`config.mk`:
```
export PLATFORM = sky130hd
export DESIGN_NAME = i2s_tx_mc
export DESIGN_NICKNAME = d
export VERILOG_FILES = /design/src/rtl/i2s_pkg.sv /design/src/rtl/i2s_tx_fifo.sv /design/src/rtl/i2s_tx_mc.sv
export SDC_FILE = /design/constraint.sdc
export NUM_CORES = 1
export LEC_CHECK = 0
export ABC_AREA = 1
export BUFFER_PORTS_ARGS = -buffer_cell sky130_fd_sc_hd__buf_4
export CORE_MARGIN = 2
export CORE_UTILIZATION = 47
export DETAILED_ROUTE_END_ITERATION = 8
export SYNTH_ARGS = -nofsm -noshare
export SYNTH_HDL_FRONTEND = slang
export SYNTH_HIERARCHICAL = 1
export SYNTH_SLANG_ARGS = --single-unit
```
`constraint.sdc`:
```
create_clock -name clk -period 5.9 [get_ports clk]
set_input_delay 0.59 -clock clk [delete_from_list [all_inputs] [get_ports clk]]
set_output_delay 0.59 -clock clk [all_outputs]
set_load 0.01 [all_outputs]
```
`src/rtl/i2s_pkg.sv`:
```
// Shared types and limits for the parametrised I2S master transmitter.
package i2s_pkg;

  typedef enum logic {
    MODE_I2S = 1'b0,
    MODE_LJ  = 1'b1
  } i2s_mode_e;

  typedef enum logic [1:0] {
    IDLE,
    RUN,
    STOP
  } tx_state_e;

  localparam int I2S_MAX_SLOT_W = 64;

endpackage

```
`src/rtl/i2s_tx_fifo.sv`:
```
// Synchronous first-word-fall-through FIFO holding {left, right} sample pairs.
module i2s_tx_fifo #(
  parameter  int WIDTH = 48,
  parameter  int DEPTH = 4,
  localparam int AW    = $clog2(DEPTH),
  localparam int LW    = AW + 1
) (
  input  logic             clk,
  input  logic             rst,
  input  logic             push,
  input  logic [WIDTH-1:0] wdata,
  output logic             ready,
  input  logic             pop,
  output logic [WIDTH-1:0] rdata,
  output logic             empty,
  output logic [LW-1:0]    level
);

  logic [WIDTH-1:0] mem [DEPTH];
  logic [AW-1:0]    wr_ptr;
  logic [AW-1:0]    rd_ptr;
  logic             full;
  logic             wr_en;
  logic             rd_en;

  assign full  = (level == LW'(DEPTH));
  assign empty = (level == '0);
  assign rd_en = pop & ~empty;
  // A pop frees its slot in the same cycle, so a push against a full FIFO still lands.
  assign ready = ~full | rd_en;
  assign wr_en = push & ready;
  assign rdata = mem[rd_ptr];

  // NOTE: the storage array has no reset; pointers and level alone define what is valid.
  always_ff @(posedge clk) begin
    if (wr_en) mem[wr_ptr] <= wdata;
  end

  always_ff @(posedge clk or posedge rst) begin
    if (rst) begin
      wr_ptr <= '0;
      rd_ptr <= '0;
      level  <= '0;
    end else begin
      if (wr_en) wr_ptr <= wr_ptr + 1'b1;
      if (rd_en) rd_ptr <= rd_ptr + 1'b1;
      level <= level + LW'(wr_en) - LW'(rd_en);
    end
  end

endmodule

```
`src/rtl/i2s_tx_mc.sv`:
```
// I2S / left-justified master transmitter with bit-clock divider and sample FIFO.
// Optional `I2S_TX_UNDERRUN_CNT_EN adds a saturating 16-bit underrun counter port.
module i2s_tx_mc
  import i2s_pkg::*;
#(
  parameter int DATA_W     = 24,
  parameter int SLOT_W     = 32,
  parameter int FIFO_DEPTH = 4,
  parameter int DIV_W      = 8
) (
  input  logic                        clk,
  input  logic                        rst,
  input  logic                        enable,
  input  logic [DIV_W-1:0]            clk_div,
  input  i2s_mode_e                   mode,
  input  logic                        s_valid,
  output logic                        s_ready,
  input  logic [DATA_W-1:0]           s_left,
  input  logic [DATA_W-1:0]           s_right,
  output logic [$clog2(FIFO_DEPTH):0] fifo_level,
  output logic                        busy,
  output logic                        frame_start,
  output logic                        underrun,
  output logic                        tclk,
  output logic                        ws,
  output logic                        td
`ifdef I2S_TX_UNDERRUN_CNT_EN
  ,
  output logic [15:0]                 underrun_cnt
`endif
);

  localparam int              FRAME_W = 2 * SLOT_W;
  localparam int              B_W     = $clog2(FRAME_W);
  localparam logic [B_W-1:0]  B_LAST  = B_W'(FRAME_W - 1);
  localparam logic [B_W-1:0]  SLOT_B  = B_W'(SLOT_W);

  tx_state_e            state;
  i2s_mode_e            mode_q;
  logic [DIV_W-1:0]     clk_div_q;
  logic [DIV_W-1:0]     div_cnt;
  logic [B_W-1:0]       b;
  logic [FRAME_W-1:0]   shift;
  logic [FRAME_W-1:0]   load_word;
  logic [2*DATA_W-1:0]  fifo_rdata;
  logic                 fifo_empty;
  logic                 tc, fall, rise, frame_edge, pop, ws_next;
  logic [B_W-1:0]       b_next, b_lead;

  i2s_tx_fifo #(
    .WIDTH (2 * DATA_W),
    .DEPTH (FIFO_DEPTH)
  ) u_fifo (
    .clk   (clk),
    .rst   (rst),
    .push  (s_valid),
    .wdata ({s_left, s_right}),
    .ready (s_ready),
    .pop   (pop),
    .rdata (fifo_rdata),
    .empty (fifo_empty),
    .level (fifo_level)
  );

  assign busy       = (state != IDLE);
  assign tc         = busy && (div_cnt == clk_div_q);
  assign fall       = tc & tclk;
  assign rise       = tc & ~tclk;
  assign b_next     = (b == B_LAST) ? '0 : b + 1'b1;
  assign b_lead     = (b_next == B_LAST) ? '0 : b_next + 1'b1;
  assign frame_edge = fall && (b == B_LAST);
  assign pop        = frame_edge & ~fifo_empty;
  // I2S moves word select one bit ahead of the data it frames.
  assign ws_next    = (mode_q == MODE_LJ) ? (b_next >= SLOT_B) : (b_lead >= SLOT_B);

  always_comb begin
    // NOTE: default assignment first so no path leaves the variable unassigned (no latch).
    load_word = '0;
    if (!fifo_empty)
      load_word = (FRAME_W'(fifo_rdata[2*DATA_W-1:DATA_W]) << (FRAME_W - DATA_W))
                | (FRAME_W'(fifo_rdata[DATA_W-1:0])        << (SLOT_W - DATA_W));
  end

  // NOTE: every state update is non-blocking, so all branches below see pre-edge values.
  always_ff @(posedge clk or posedge rst) begin
    if (rst) begin
      state       <= IDLE;
      mode_q      <= MODE_I2S;
      clk_div_q   <= '0;
      div_cnt     <= '0;
      b           <= B_LAST;
      shift       <= '0;
      tclk        <= 1'b1;
      ws          <= 1'b1;
      td          <= 1'b0;
      frame_start <= 1'b0;
      underrun    <= 1'b0;
    end else begin
      frame_start <= 1'b0;
      underrun    <= 1'b0;
      case (state)
        IDLE: begin
          mode_q    <= mode;
          clk_div_q <= clk_div;
          div_cnt   <= '0;
          b         <= B_LAST;
          if (enable) state <= RUN;
        end
        RUN, STOP: begin
          div_cnt <= tc ? '0 : div_cnt + 1'b1;
          if (tc) tclk <= ~tclk;
          if (fall) begin
            b  <= b_next;
            ws <= ws_next;
            if (frame_edge) begin
              frame_start <= 1'b1;
              underrun    <= fifo_empty;
              shift       <= load_word;
              td          <= load_word[FRAME_W-1];
            end else begin
              shift <= shift << 1;
              td    <= shift[FRAME_W-2];
            end
          end
          if (state == RUN) begin
            if (!enable) state <= STOP;
          end else if (enable) begin
            state <= RUN;
          end else if (rise && (b == B_LAST)) begin
            // Last bit has had its rising edge: park the lines and go idle.
            state   <= IDLE;
            ws      <= 1'b1;
            td      <= 1'b0;
            div_cnt <= '0;
          end
        end
        default: state <= IDLE;
      endcase
    end
  end

`ifdef I2S_TX_UNDERRUN_CNT_EN
  always_ff @(posedge clk or posedge rst) begin
    if (rst)
      underrun_cnt <= '0;
    else if (underrun && (underrun_cnt != 16'hFFFF))
      underrun_cnt <= underrun_cnt + 16'd1;
  end
`endif

endmodule

```
==> summary.md, run 1 <==
| Metric | Value |
|---|---|
| Layout area overhead | `12.7%` |
| Vias/cell | `~5.0` |
| Peak supply drop | `roughly 0.22 mV` |
| GR Overflow Total | `0` |
| Die footprint | `~0.028 mm^2` |
| Total Wirelength | `25.0 mm` |
| CP top delay family | `simple AND/OR/NAND/NOR gates` |
| Bufs on Longest Clock Path | `3` |
| Crit path launch type | `register` |
| Met3 Use GR | `0.0235` |
| Status | `finished, final reports clean` |
| Routability cong. | `0.788` |
| Actual slew at the worst max-slew pin | `1.09 ns` |
| Ports | `71` |
| Synth Warn # | `6` |
| Clk Latency, worst-skew pair | `0.55 ns` |
| Syn_nets | `1303` |
| Slowest CP cell | `nor2_4` |
| H-Tree Depth | `1` |
| Fin. Hold Viols | `0` |
| Grt met1 use | `0.255` |
| Initial antenna violation count | `0` |
| Vias in the first global route | `7866` |
| F_max | `276 MHz` |
| Seq/Total Area, Yosys | `0.637` |
| DRC Markers | `0` |
| Final setup fails | `0` |
| First-pass DRT Iterations | `8` |
| Via Count | `8247` |
| Worst setup margin | `around 2.3 ns` |
| Crit-path max FO | `26` |
| Port bufs | `70` |
| Period utilisation layout | `0.615` |
| Layout Nets | `1357` |
| Core footprint | `0.0267 mm^2` |
| CP endpoint kind | `register` |
| Largest net degree at the start of global routing | `between 90 and 100` |
| Syn Inst Count | `1229` |
| Worst clock skew | `between 0.01 and 0.015 ns` |
| Tmin final | `roughly 3.6 ns` |
| Critical Path Max Stage Delay | `0.76 ns` |
| Setup bufs post-CTS | `0` |
| Worst min path class | `in -> reg` |
| Mean Syn Cell Area | `10.3 um^2` |
| Max Slew Vio Count | `0` |
| Max cap viols | `0` |
| Place WS | `approximately 2.2 ns` |
| CP required | `~6 ns` |
| DR iter-0 viols | `669` |
| N_diodes | `0` |
| Resized cells post-CTS | `0` |
| Pwr dens | `390 mW/mm^2` |
| Crit path cell chain | `inv_1 > ha_1 > a21oi_1 > nand3_1 > nor2_8 > nand3_4 > nor2_4 > nor2_1 > nand2_1 > nand2_1 > nor2_4 > buf_4` |
| TNS Setup | `0 ns` |
| Slew headroom | `0.273` |
| Post-DP HPWL | `14.7 mm` |
| Row cnt | `60` |
| Routed wire per std cell | `15.2 um` |
| First-pass GRT wire length | `41.0 mm` |
| RSZ-0062 raised after global routing | `no` |
| Die H | `168 um` |
| CTS tree | `yes` |
| Ratio of cells with drive above 1 in the final layout | `0.181` |
| Count of cell types in the netlist | `37` |
| Syn Std Cell Area | `0.0127 mm^2` |
| Initial Util | `0.475` |
| Top_reg_cell synth | `edfxtp_1` |
| Synth Register Bits | `284` |
| Pleak | `6.16 nW` |
| Root Driver | `clkbuf_16` |
| GR peak layer | `met2` |
| Setup Crit Path Kind | `reg -> reg` |
| Total GRT Usage | `0.180` |
| CTS buffer count | `31` |
| CP Buf/Inv Count | `2` |
| Clk slew on worst S/H paths | `0.06 ns` |
| DIE WIDTH | `168 um` |
| Clock sink count | `approximately 280` |
| Final ANT Viol Nets | `0` |
| Number of synthesized flops with an enable pin | `192` |
| WP data arrival | `3.87 ns` |
| Asr flop ratio synth | `0.324` |
| M2 GR Usage | `0.294` |
cell usage in the layout, fill, tap and decap left out, types with 2 or more instances in the layout:
master and count:
xor2_1 2, dfrtp_2 2, clkinv_4 2, o21ai_1 62, dfstp_2 8, o211ai_2 6
xnor2_1 5, nor2_1 79, clkbuf_1 8, nand4_1 4, clkinv_2 9, o21ai_0 26
nor3_1 4, nor2_4 7, clkinv_1 6, clkbuf_16 31, dfrtp_1 82, nor2_2 44
inv_2 8, or2_2 2, o21ai_2 27, nand3_4 2, o211ai_1 42, a21oi_1 12
nand3_1 18, ha_1 12, buf_4 81, nand2_1 425, inv_1 86, edfxtp_1 192
report_power, final:
part / total [W] / switching [W] / internal, W
clock network: 0.00177 / 0.000750 / 0.00102
registers: 0.00263 / 0.000125 / 0.00250
logic: 0.00118 / 0.000834 / 0.000350
worst paths after layout:
kind | from | endpoint | slack (ns) | cells after the start
worst max-delay path | state[0]$_DFFE_PP0P_ | u_fifo/mem[1][39]$_DFFE_PP_ | 2.27 | 12
worst min-delay path | s_right[13] | u_fifo/mem[2][13]$_DFFE_PP_ | 0.24 | 1
worst max register to register | state[0]$_DFFE_PP0P_ | u_fifo/mem[1][39]$_DFFE_PP_ | 2.27 | 12
worst min register to register | ws$_DFFE_PP1N_ | ws$_DFFE_PP1N_ | 0.48 | 2
max in group asynchronous | rst | shift[15]$_DFFE_PP0P_ | 4.09 | 4
min in group asynchronous | rst | u_fifo/level[1]$_DFF_PP0_ | 0.57 | 3
routing by layer:
metal,wire length [um],vias to the layer above
met5,0,-
met4,499,0
met3,890,42
met2,11800,131
met1,11900,3912
li1,-,4162
metrics by stage:
stage,utilization,area [um^2],std cells,hold slack (ns),power (W)
3_3_place_gp,0.499,13300,1590,0.462,0.00385
3_5_place_dp,0.499,13300,1590,0.465,0.00387
5_1_grt,0.535,14300,1648,0.226,0.00590
6_report,0.535,14300,1648,0.238,0.00558
4_1_cts,0.535,14300,1648,0.220,0.00566
2_1_floorplan,-,12700,1229,0.393,0.00349
kinds of logic after synthesis:
logic type | Yosys count | synth area share
AOI/OAI and AO/OA | 178 | 0.0905
and+or+nand+nor | 588 | 0.191
xor gates and xnor gates | 7 | 0.00483
buffers and inverters | 159 | 0.0631
adders and majority gates | 13 | 0.0134
DFF | 284 | 0.637
synth_stat cells, types with 9 or more instances:
master | number | area share
nor2_2 | 44 | 0.022
buf_2 | 10 | 0.0039
edfxtp_1 | 192 | 0.45
o21ai_2 | 27 | 0.019
ha_1 | 12 | 0.012
dfrtp_1 | 84 | 0.17
o21ai_1 | 62 | 0.024
clkbuf_1 | 20 | 0.0059
buf_6 | 20 | 0.018
nor2_1 | 83 | 0.025
o211ai_1 | 42 | 0.025
nand2_1 | 425 | 0.13
inv_2 | 9 | 0.0027
nand3_1 | 18 | 0.0071
buf_4 | 11 | 0.0065
o21ai_0 | 26 | 0.010
inv_1 | 87 | 0.026
a21oi_1 | 12 | 0.0047
worst reg2reg max path, stage by stage, from the launching register on:
cell,delay [ns]
dfrtp_1,0.39
inv_1,0.06
ha_1,0.39
a21oi_1,0.21
nand3_1,0.19
nor2_8,0.23
nand3_4,0.11
nor2_4,0.15
nor2_1,0.06
nand2_1,0.12
nand2_1,0.29
nor2_4,0.77
buf_4,0.36
what timing repair did:
item	in CTS	in global routing
hold buffers	1	0
hold endpoints to repair	3	0
setup endpoints to repair	0	0
registers in the layout, summed over array words and instances (netlist names):
signal / count
u_fifo/level: 3
frame_start: 1
u_fifo/mem: 192
b: 6
mode_q: 1
div_cnt: 8
underrun: 1
u_fifo/rd_ptr: 2
tclk: 1
state: 2
shift: 55
td: 1
ws: 1
u_fifo/wr_ptr: 2
clk_div_q: 8
final cells by class:
cell class              count  area [um^2]
fillers                  2376        12400
flip-flops and latches    284         8080
multi-input cells         786         3850
clock buffers              40          820
repair buffers             83          638
well taps                 341          427
inverters                  97          368
clock inverters            17          115
(Power assumes the default switching activity.)
==> run 2: changes to the inputs <==
--- a/config.mk
+++ b/config.mk
@@ -10,6 +10,7 @@
 export CORE_MARGIN = 2
 export CORE_UTILIZATION = 47
 export DETAILED_ROUTE_END_ITERATION = 8
+export PLACE_DENSITY = 0.66
 export SYNTH_ARGS = -nofsm -noshare
 export SYNTH_HDL_FRONTEND = slang
 export SYNTH_HIERARCHICAL = 1
==> constraint.sdc (replaced) <==
create_clock -name clk -period 3.24 [get_ports clk]
set_input_delay 0.324 -clock clk [delete_from_list [all_inputs] [get_ports clk]]
set_output_delay 0.324 -clock clk [all_outputs]
set_load 0.01 [all_outputs]
==> run 2 against run 1 <==
  * Maximum frequency is 28% higher
  * Clock-buffer cell count fell by 5
  * Critical path depth grew 3
  * Sequential cell count stayed put
  * Register-to-register slack worse by 1.9 ns
  * Total power rose by 85%
  * Final cell count rose by 3.6%
  * Setup slack worse by 1.9 ns
  * Sequential share of layout area down 2.7 points
  * Utilization is 2.7 points higher
  * Design area rose by 5.0%
  * Via count is 2.8% higher
==> summary.md, run 2 (synthesis results as in run 1) <==
| Metric | Value |
|---|---|
| Status | `finished, final reports clean` |
| Slowest CP cell | `dfrtp_1` |
| Worst clock skew | `0.0105 ns (-0.00448 ns)` |
| Initial Util | `0.475 (unchanged)` |
| Row cnt | `60 (unchanged)` |
| F_max | `352 MHz (+28%)` |
| RSZ-0062 raised after global routing | `no` |
| Most common cell after layout, fill and taps aside | `nand2_1` |
| Setup Crit Path Kind | `reg -> reg` |
| Crit path cell chain | `inv_1 > ha_1 > a21oi_1 > nand3_1 > nor2_8 > nand3_4 > nor2_4 > nor2_1 > nand2_1 > nand2_1 > ha_1 > inv_1 > ha_1 > fa_1 > xnor2_1` |
| Layout Nets | `1419 (+4.6%)` |
| Highest-count cells in the layout ignoring fill and taps | `nand2_1 (425), edfxtp_1 (192), inv_1 (86), dfrtp_1 (82), buf_4 (82)` |
| CTS buffer count | `29 (-6.5%)` |
| CP most frequent cell | `ha_1` |
| Max Slew Vio Count | `0 (unchanged)` |
| WP data arrival | `3.30 ns (-0.57 ns)` |
| Bufs on Longest Clock Path | `3 (unchanged)` |
| Actual slew at the worst max-slew pin | `1.09 ns (-0.000215 ns)` |
| Largest net degree at the start of global routing | `93 (unchanged)` |
| CP endpoint kind | `register` |
| Vias/cell | `4.97 (-0.76%)` |
| First-pass GRT wire length | `41.0 mm (+0.12%)` |
| Die footprint | `0.0283 mm^2 (unchanged)` |
| Vias in the first global route | `8226 (+4.6%)` |
| Port bufs | `70 (unchanged)` |
| Worst min path class | `in -> reg` |
| Pleak | `6.46 nW (+4.9%)` |
| Via Count | `8482 (+2.8%)` |
| Initial antenna violation count | `0 (unchanged)` |
| Crit-path max FO | `8 (-69%)` |
| Final ANT Viol Nets | `0 (unchanged)` |
| TNS Setup | `0 ns (unchanged)` |
| Clk Latency, worst-skew pair | `0.56 ns (about the same)` |
| Routability cong. | `0.828 (+5.1%)` |
| DIE WIDTH | `168 um (unchanged)` |
| Total GRT Usage | `0.177 (-0.00276)` |
| Post-DP HPWL | `14.1 mm (-3.8%)` |
| GR Overflow Total | `0 (unchanged)` |
| Slew headroom | `0.273 (about the same)` |
| Layout area overhead | `18.3%` |
| DRC Markers | `0 (unchanged)` |
| N_diodes | `0 (unchanged)` |
| FILL cells | `2249 (-5.3%)` |
| Crit path launch type | `register` |
| Final setup fails | `0 (unchanged)` |
| Max cap viols | `0 (unchanged)` |
| Setup bufs post-CTS | `0 (unchanged)` |
| Ratio of cells with drive above 1 in the final layout | `0.178 (-0.00280)` |
| Clock sink count | `284 (unchanged)` |
| Largest register FFs | `192 (unchanged)` |
| Core footprint | `0.0267 mm^2 (unchanged)` |
| Fin Hold WS | `0.0106 ns (-0.228 ns)` |
| Root Driver | `clkbuf_16` |
| Routed wire per std cell | `14.2 um (-6.5%)` |
| Peak supply drop | `0.441 mV (+96%)` |
| CTS tree | `yes` |
| DR iter-0 viols | `637 (-4.8%)` |
| Die H | `168 um (unchanged)` |
| Period utilisation layout | `0.877 (+0.262)` |
| Pwr dens | `689 mW/mm^2 (+76%)` |
| Final core utilization | `0.562 (+0.0268)` |
| Tmin final | `2.84 ns (-0.788 ns)` |
| Clk slew on worst S/H paths | `0.06 ns (about the same)` |
| Total Wirelength | `24.2 mm (-3.1%)` |
| Largest Register | `u_fifo/mem` |
| First-pass DRT Iterations | `5 (-3)` |
| Largest regs | `u_fifo/mem: 192 flops, shift: 55 flops` |
| Fin. Hold Viols | `0 (unchanged)` |
| Ports | `71 (unchanged)` |
| Critical Path Max Stage Delay | `0.39 ns (-0.37 ns)` |
| CP required | `3.69 ns (-2.45 ns)` |
| H-Tree Depth | `1 (unchanged)` |
==> run 2: timing repair <==
action / CTS / global route
endpoints found under the hold margin: 206 / 0
hold buffers: 56 / 0
gates resized for setup: 0 / 0
==> run 2: final cells by class <==
class,count,area [um^2],share of cell area
repair buffers,147,1360,0.0904
clock buffers,35,748,0.0498
inverters,97,368,0.0245
well taps,341,427,0.0284
flip-flops and latches,284,8080,0.538
clock inverters,18,185,0.0123
multi-input cells,786,3850,0.256
==> run 2: worst paths after layout <==
| path | depth (start not counted) | start | slack (ns) | endpoint |
|---|---|---|---|---|
| min in group asynchronous | 3 | rst | 0.28 | u_fifo/level[2]$_DFF_PP0_ |
| worst max register to register | 15 | state[0]$_DFFE_PP0P_ | 0.40 | u_fifo/level[2]$_DFF_PP0_ |
| worst min register to register | 2 | ws$_DFFE_PP1N_ | 0.48 | ws$_DFFE_PP1N_ |
| worst min-delay path | 3 | clk_div[2] | 0.01 | clk_div_q[2]$_DFFE_PP0P_ |
| max in group asynchronous | 4 | rst | 1.87 | shift[56]$_DFFE_PP0P_ |
| worst max-delay path | 15 | state[0]$_DFFE_PP0P_ | 0.40 | u_fifo/level[2]$_DFF_PP0_ |
==> run 2: per-stage QoR <==
| step | cell area [um^2] | setup slack [ns] | total power, W | cells |
|---|---|---|---|---|
| global placement | 13500 | 0.475 | 0.00707 | 1599 |
| CTS | 15000 | 0.377 | 0.0105 | 1708 |
| floorplan | 12700 | -0.468 | 0.00635 | 1229 |
| finish | 15000 | 0.399 | 0.0103 | 1708 |
| detailed placement | 13500 | 0.376 | 0.00712 | 1599 |
| global route | 15000 | 0.133 | 0.0109 | 1708 |
==> run 2: critical path, delay by kind of cell (launching register included) <==
family / cells / cell delay [ns]
adders and majority gates: 4 / 1.04
and+or+nand+nor: 7 / 0.96
DFF: 1 / 0.39
xor gates and xnor gates: 1 / 0.13
AOI/OAI and AO/OA: 1 / 0.11
buffers and inverters: 2 / 0.10
==> run 2: metal layers <==
metal,routed length [um],up-vias,GRT usage
met5,0,-,0
met4,587,0,0.0461
met3,909,34,0.0235
met2,11400,147,0.295
met1,11400,4028,0.248
li1,-,4273,-
==> run 2: power breakdown <==
| part | switching [W] | internal [W] |
|---|---|---|
| Sequential | 0.000232 | 0.00455 |
| Combinational | 0.00152 | 0.000764 |
| Clock | 0.00139 | 0.00189 |
==> run 3: changes to the inputs <==
--- a/config.mk
+++ b/config.mk
@@ -5,12 +5,11 @@
 export SDC_FILE = /design/constraint.sdc
 export NUM_CORES = 1
 export LEC_CHECK = 0
-export ABC_AREA = 1
 export BUFFER_PORTS_ARGS = -buffer_cell sky130_fd_sc_hd__buf_4
 export CORE_MARGIN = 2
 export CORE_UTILIZATION = 47
 export DETAILED_ROUTE_END_ITERATION = 8
-export PLACE_DENSITY = 0.66
+export PLACE_DENSITY = 0.67
 export SYNTH_ARGS = -nofsm -noshare
 export SYNTH_HDL_FRONTEND = slang
 export SYNTH_HIERARCHICAL = 1
==> run 3 against run 2 <==
  * Utilization is 1.8 points higher
  * Critical endpoint unchanged
  * Combinational power is 3% higher
  * Clock-buffer cell count is 8 higher
  * Via count is 24% lower
  * Hold slack better by 0.022 ns
  * Register-to-register slack worse by 0.33 ns
  * Clock skew is 0.0028 ns higher
==> summary.md, run 3 <==
| Metric | Value |
|---|---|
| DR iter-0 viols | `460 (-28%)` |
| Fin. Hold Viols | `0 (unchanged)` |
| First-pass GRT wire length | `36.8 mm (-10%)` |
| Clock sink count | `284 (unchanged)` |
| Largest net degree at the start of global routing | `120 (+29%)` |
| Post-Synth Adder-Cell Area | `0.0147 (+0.00126)` |
| Seq/Total Area, Yosys | `0.697 (+0.0598)` |
| Syn_nets | `814 (-38%)` |
| Tmin final | `3.17 ns (+0.329 ns)` |
| CTS buffer count | `29 (unchanged)` |
| DIE WIDTH | `161 um (-4.3%)` |
| Mean Syn Cell Area | `15.7 um^2 (+52%)` |
| Vias in the first global route | `6981 (-15%)` |
| Highest-count cells in the layout ignoring fill and taps | `edfxtp_1 (192), buf_4 (88), dfrtp_1 (82), nand2_1 (75)` |
| Ports | `71 (unchanged)` |
| Synth Register Bits | `284 (unchanged)` |
| CTS tree | `yes` |
| Largest Register | `u_fifo/mem` |
| Reg2reg end | `u_fifo/level[2]$_DFF_PP0_` |
| Fin Hold WS | `0.0322 ns (+0.0215 ns)` |
| Number of synthesized flops with an enable pin | `192 (unchanged)` |
| Die H | `161 um (-4.3%)` |
| Port bufs | `70 (unchanged)` |
| R2R depth | `14 (-1)` |
| Worst min path class | `in -> reg` |
| Max Slew Vio Count | `0 (unchanged)` |
| Count of cell types in the netlist | `56 (+51%)` |
| Simple logic cell fraction of the synthesized area | `0.0838 (-0.108)` |
| Final setup fails | `0 (unchanged)` |
| Total GRT Usage | `0.177 (about the same)` |
| Syn Std Cell Area | `0.0116 mm^2 (-8.6%)` |
| Setup Crit Path Kind | `reg -> reg` |
| Initial Util | `0.478 (+0.00356)` |
| Largest register FFs | `192 (unchanged)` |
| Most instantiated cells after synthesis | `edfxtp_1 (192), dfrtp_1 (84), nand2_1 (75)` |
| FILL cells | `1880 (-16%)` |
| H-Tree Depth | `1 (unchanged)` |
| Layout area overhead | `21.3%` |
| Period utilisation layout | `0.978 (+0.102)` |
| Layout Nets | `944 (-33%)` |
| Status | `finished, final reports clean` |
| Peak supply drop | `0.497 mV (+13%)` |
| CP required | `3.65 ns (-0.04 ns)` |
| Post-DP HPWL | `13.2 mm (-6.7%)` |
| Max cap viols | `0 (unchanged)` |
| Hold path cells | `2 (-1)` |
| Crit path cell chain | `inv_2 > ha_4 > nor4_4 > nand3_2 > nor4b_4 > or4b_4 > and2_4 > inv_1 > ha_1 > inv_1 > ha_1 > fa_2 > xor2_1 > xnor2_1` |
| Most common cell after layout, fill and taps aside | `edfxtp_1` |
| Worst clock skew | `0.0133 ns (+0.00284 ns)` |
| Total Wirelength | `22.2 mm (-8.2%)` |
| Top_reg_cell synth | `edfxtp_1` |
| Ratio of cells with drive above 1 in the final layout | `0.252 (+0.0745)` |
| Die footprint | `0.0259 mm^2 (-8.4%)` |
| GR Overflow Total | `0 (unchanged)` |
| N_diodes | `0 (unchanged)` |
| Final cell count without fillers | `1216 (-29%)` |
| Synth area leaders | `edfxtp_1 (50%), dfrtp_1 (18%), mux4_2 (9.3%), nor3b_1 (3.0%), nand2_1 (2.4%)` |
| Post-Synth XOR/XNOR Area | `0.0165 (+0.0117)` |
| First-pass DRT Iterations | `5 (unchanged)` |
| Crit path launch type | `register` |
| Critical Path Max Stage Delay | `0.43 ns (+0.04 ns)` |
| Pwr dens | `752 mW/mm^2 (+9.1%)` |
| Worst Setup SP | `state[0]$_DFFE_PP0P_` |
| Syn Inst Count | `740 (-40%)` |
| Initial antenna violation count | `0 (unchanged)` |
| Slew headroom | `0.501 (+0.227)` |
| Pleak | `5.21 nW (-19%)` |
| Slowest CP cell | `dfrtp_1` |
| Actual slew at the worst max-slew pin | `0.749 ns (-0.341 ns)` |
| Routability cong. | `0.772 (-6.8%)` |
| Vias/cell | `5.33 (+7.3%)` |
| HP Start | `clk_div[6]` |
| CP endpoint kind | `register` |
| Routed wire per std cell | `18.3 um (+29%)` |
| Clk Latency, worst-skew pair | `0.53 ns (-0.03 ns)` |
| Placed Cells | `1110 (-31%)` |
| WP data arrival | `3.58 ns (+0.28 ns)` |
| Row cnt | `57 (-5.0%)` |
| Bufs on Longest Clock Path | `3 (unchanged)` |
| Core footprint | `0.0242 mm^2 (-9.3%)` |
| Asr flop ratio synth | `0.324 (unchanged)` |
| Via Count | `6481 (-24%)` |
| Hold Path End | `clk_div_q[6]$_DFFE_PP0P_` |
| Cell taking the most area after synthesis | `edfxtp_1` |
| Root Driver | `clkbuf_16` |
| Post-synthesis compound-gate area fraction | `0.0605 (-0.0300)` |
| Main combinational cell family by area after synthesis | `multiplexers` |
| Reg2reg start | `state[0]$_DFFE_PP0P_` |
| Final ANT Viol Nets | `0 (unchanged)` |
| Largest regs | `u_fifo/mem: 192 flops, shift: 55 flops` |
| Post-synthesis mux area share | `0.105 (+0.105)` |
| DRC Markers | `0 (unchanged)` |
| CP Buf/Inv Count | `3 (+1)` |
| Synth top area share | `0.497 (+0.0427)` |
| Crit-path max FO | `5 (-3)` |
| CP top delay family | `simple AND/OR/NAND/NOR gates` |
| Final core utilization | `0.580 (+0.0183)` |
| Synth Warn # | `6 (unchanged)` |
| Top-count cell post-synth | `edfxtp_1` |
| Clk slew on worst S/H paths | `0.06 ns (about the same)` |
| F_max | `315 MHz (-10%)` |
| R2r setup slk | `0.07 ns (-0.33 ns)` |
==> run 3: timing repair <==
item,CTS,global route
hold buffers,49,0
endpoints found under the hold margin,209,0
buffers inserted,0,4
gates resized for setup,1,5
gates cloned,0,0
pin swaps,0,4
setup endpoints to repair,1,1
==> run 3: cell type report <==
class                   count  area, um^2  share of cell area
inverters                  15        57.6             0.00409
clock inverters            10         130             0.00925
repair buffers            143        1270              0.0904
well taps                 324         405              0.0288
flip-flops and latches    284        8080               0.575
multi-input cells         397        3290               0.234
clock buffers              43         828              0.0589
==> run 3: report_power, final <==
group | switching (W) | internal, W
clock | 0.00129 | 0.00200
combinational | 0.00124 | 0.00113
sequential | 0.000307 | 0.00461
total | 0.00284 | 0.00774
==> run 3: stage by stage <==
stage	TNS [ns]	total power, W	cell area [um^2]	setup slack [ns]
6_report	0	0.0106	14100	0.0697
5_1_grt	-0.0542	0.0111	14100	-0.0542
4_1_cts	0	0.0106	14000	0.0361
3_5_place_dp	-0.0163	0.00725	12600	-0.0163
3_3_place_gp	0	0.00714	12600	0.106
2_1_floorplan	0	0.00647	11600	0.0670
==> run 3: kinds of logic (layout without fill, tap and decap cells) <==
kind of cell             after synthesis  in the layout
AO/OA/AOI/OAI                        126            126
XOR/XNOR                              21             21
adder cells (fa/ha/maj)               13             13
buffers and inverters                 59            211
flip-flops                           284            284
multiplexers                          60             60
AND/OR/NAND/NOR                      177            177
==> run 3: routing by layer <==
metal	part of all wire	global-route usage	vias to the layer above
met3	0.043	0.0308	29
met4	0.019	0.0442	0
met5	0	0	-
met1	0.43	0.229	3285
met2	0.51	0.314	125
li1	-	-	3042
==> run 3: worst max-delay path by stage <==
stage / slack [ns] / endpoint / depth (start not counted)
floorplan: 0.07 / u_fifo/level[2]$_DFF_PP0_ / 14
global placement: 0.11 / u_fifo/level[2]$_DFF_PP0_ / 13
detailed placement: -0.02 / u_fifo/level[2]$_DFF_PP0_ / 14
CTS: 0.04 / u_fifo/level[2]$_DFF_PP0_ / 14
global route: -0.05 / u_fifo/level[2]$_DFF_PP0_ / 13
finish: 0.07 / u_fifo/level[2]$_DFF_PP0_ / 14
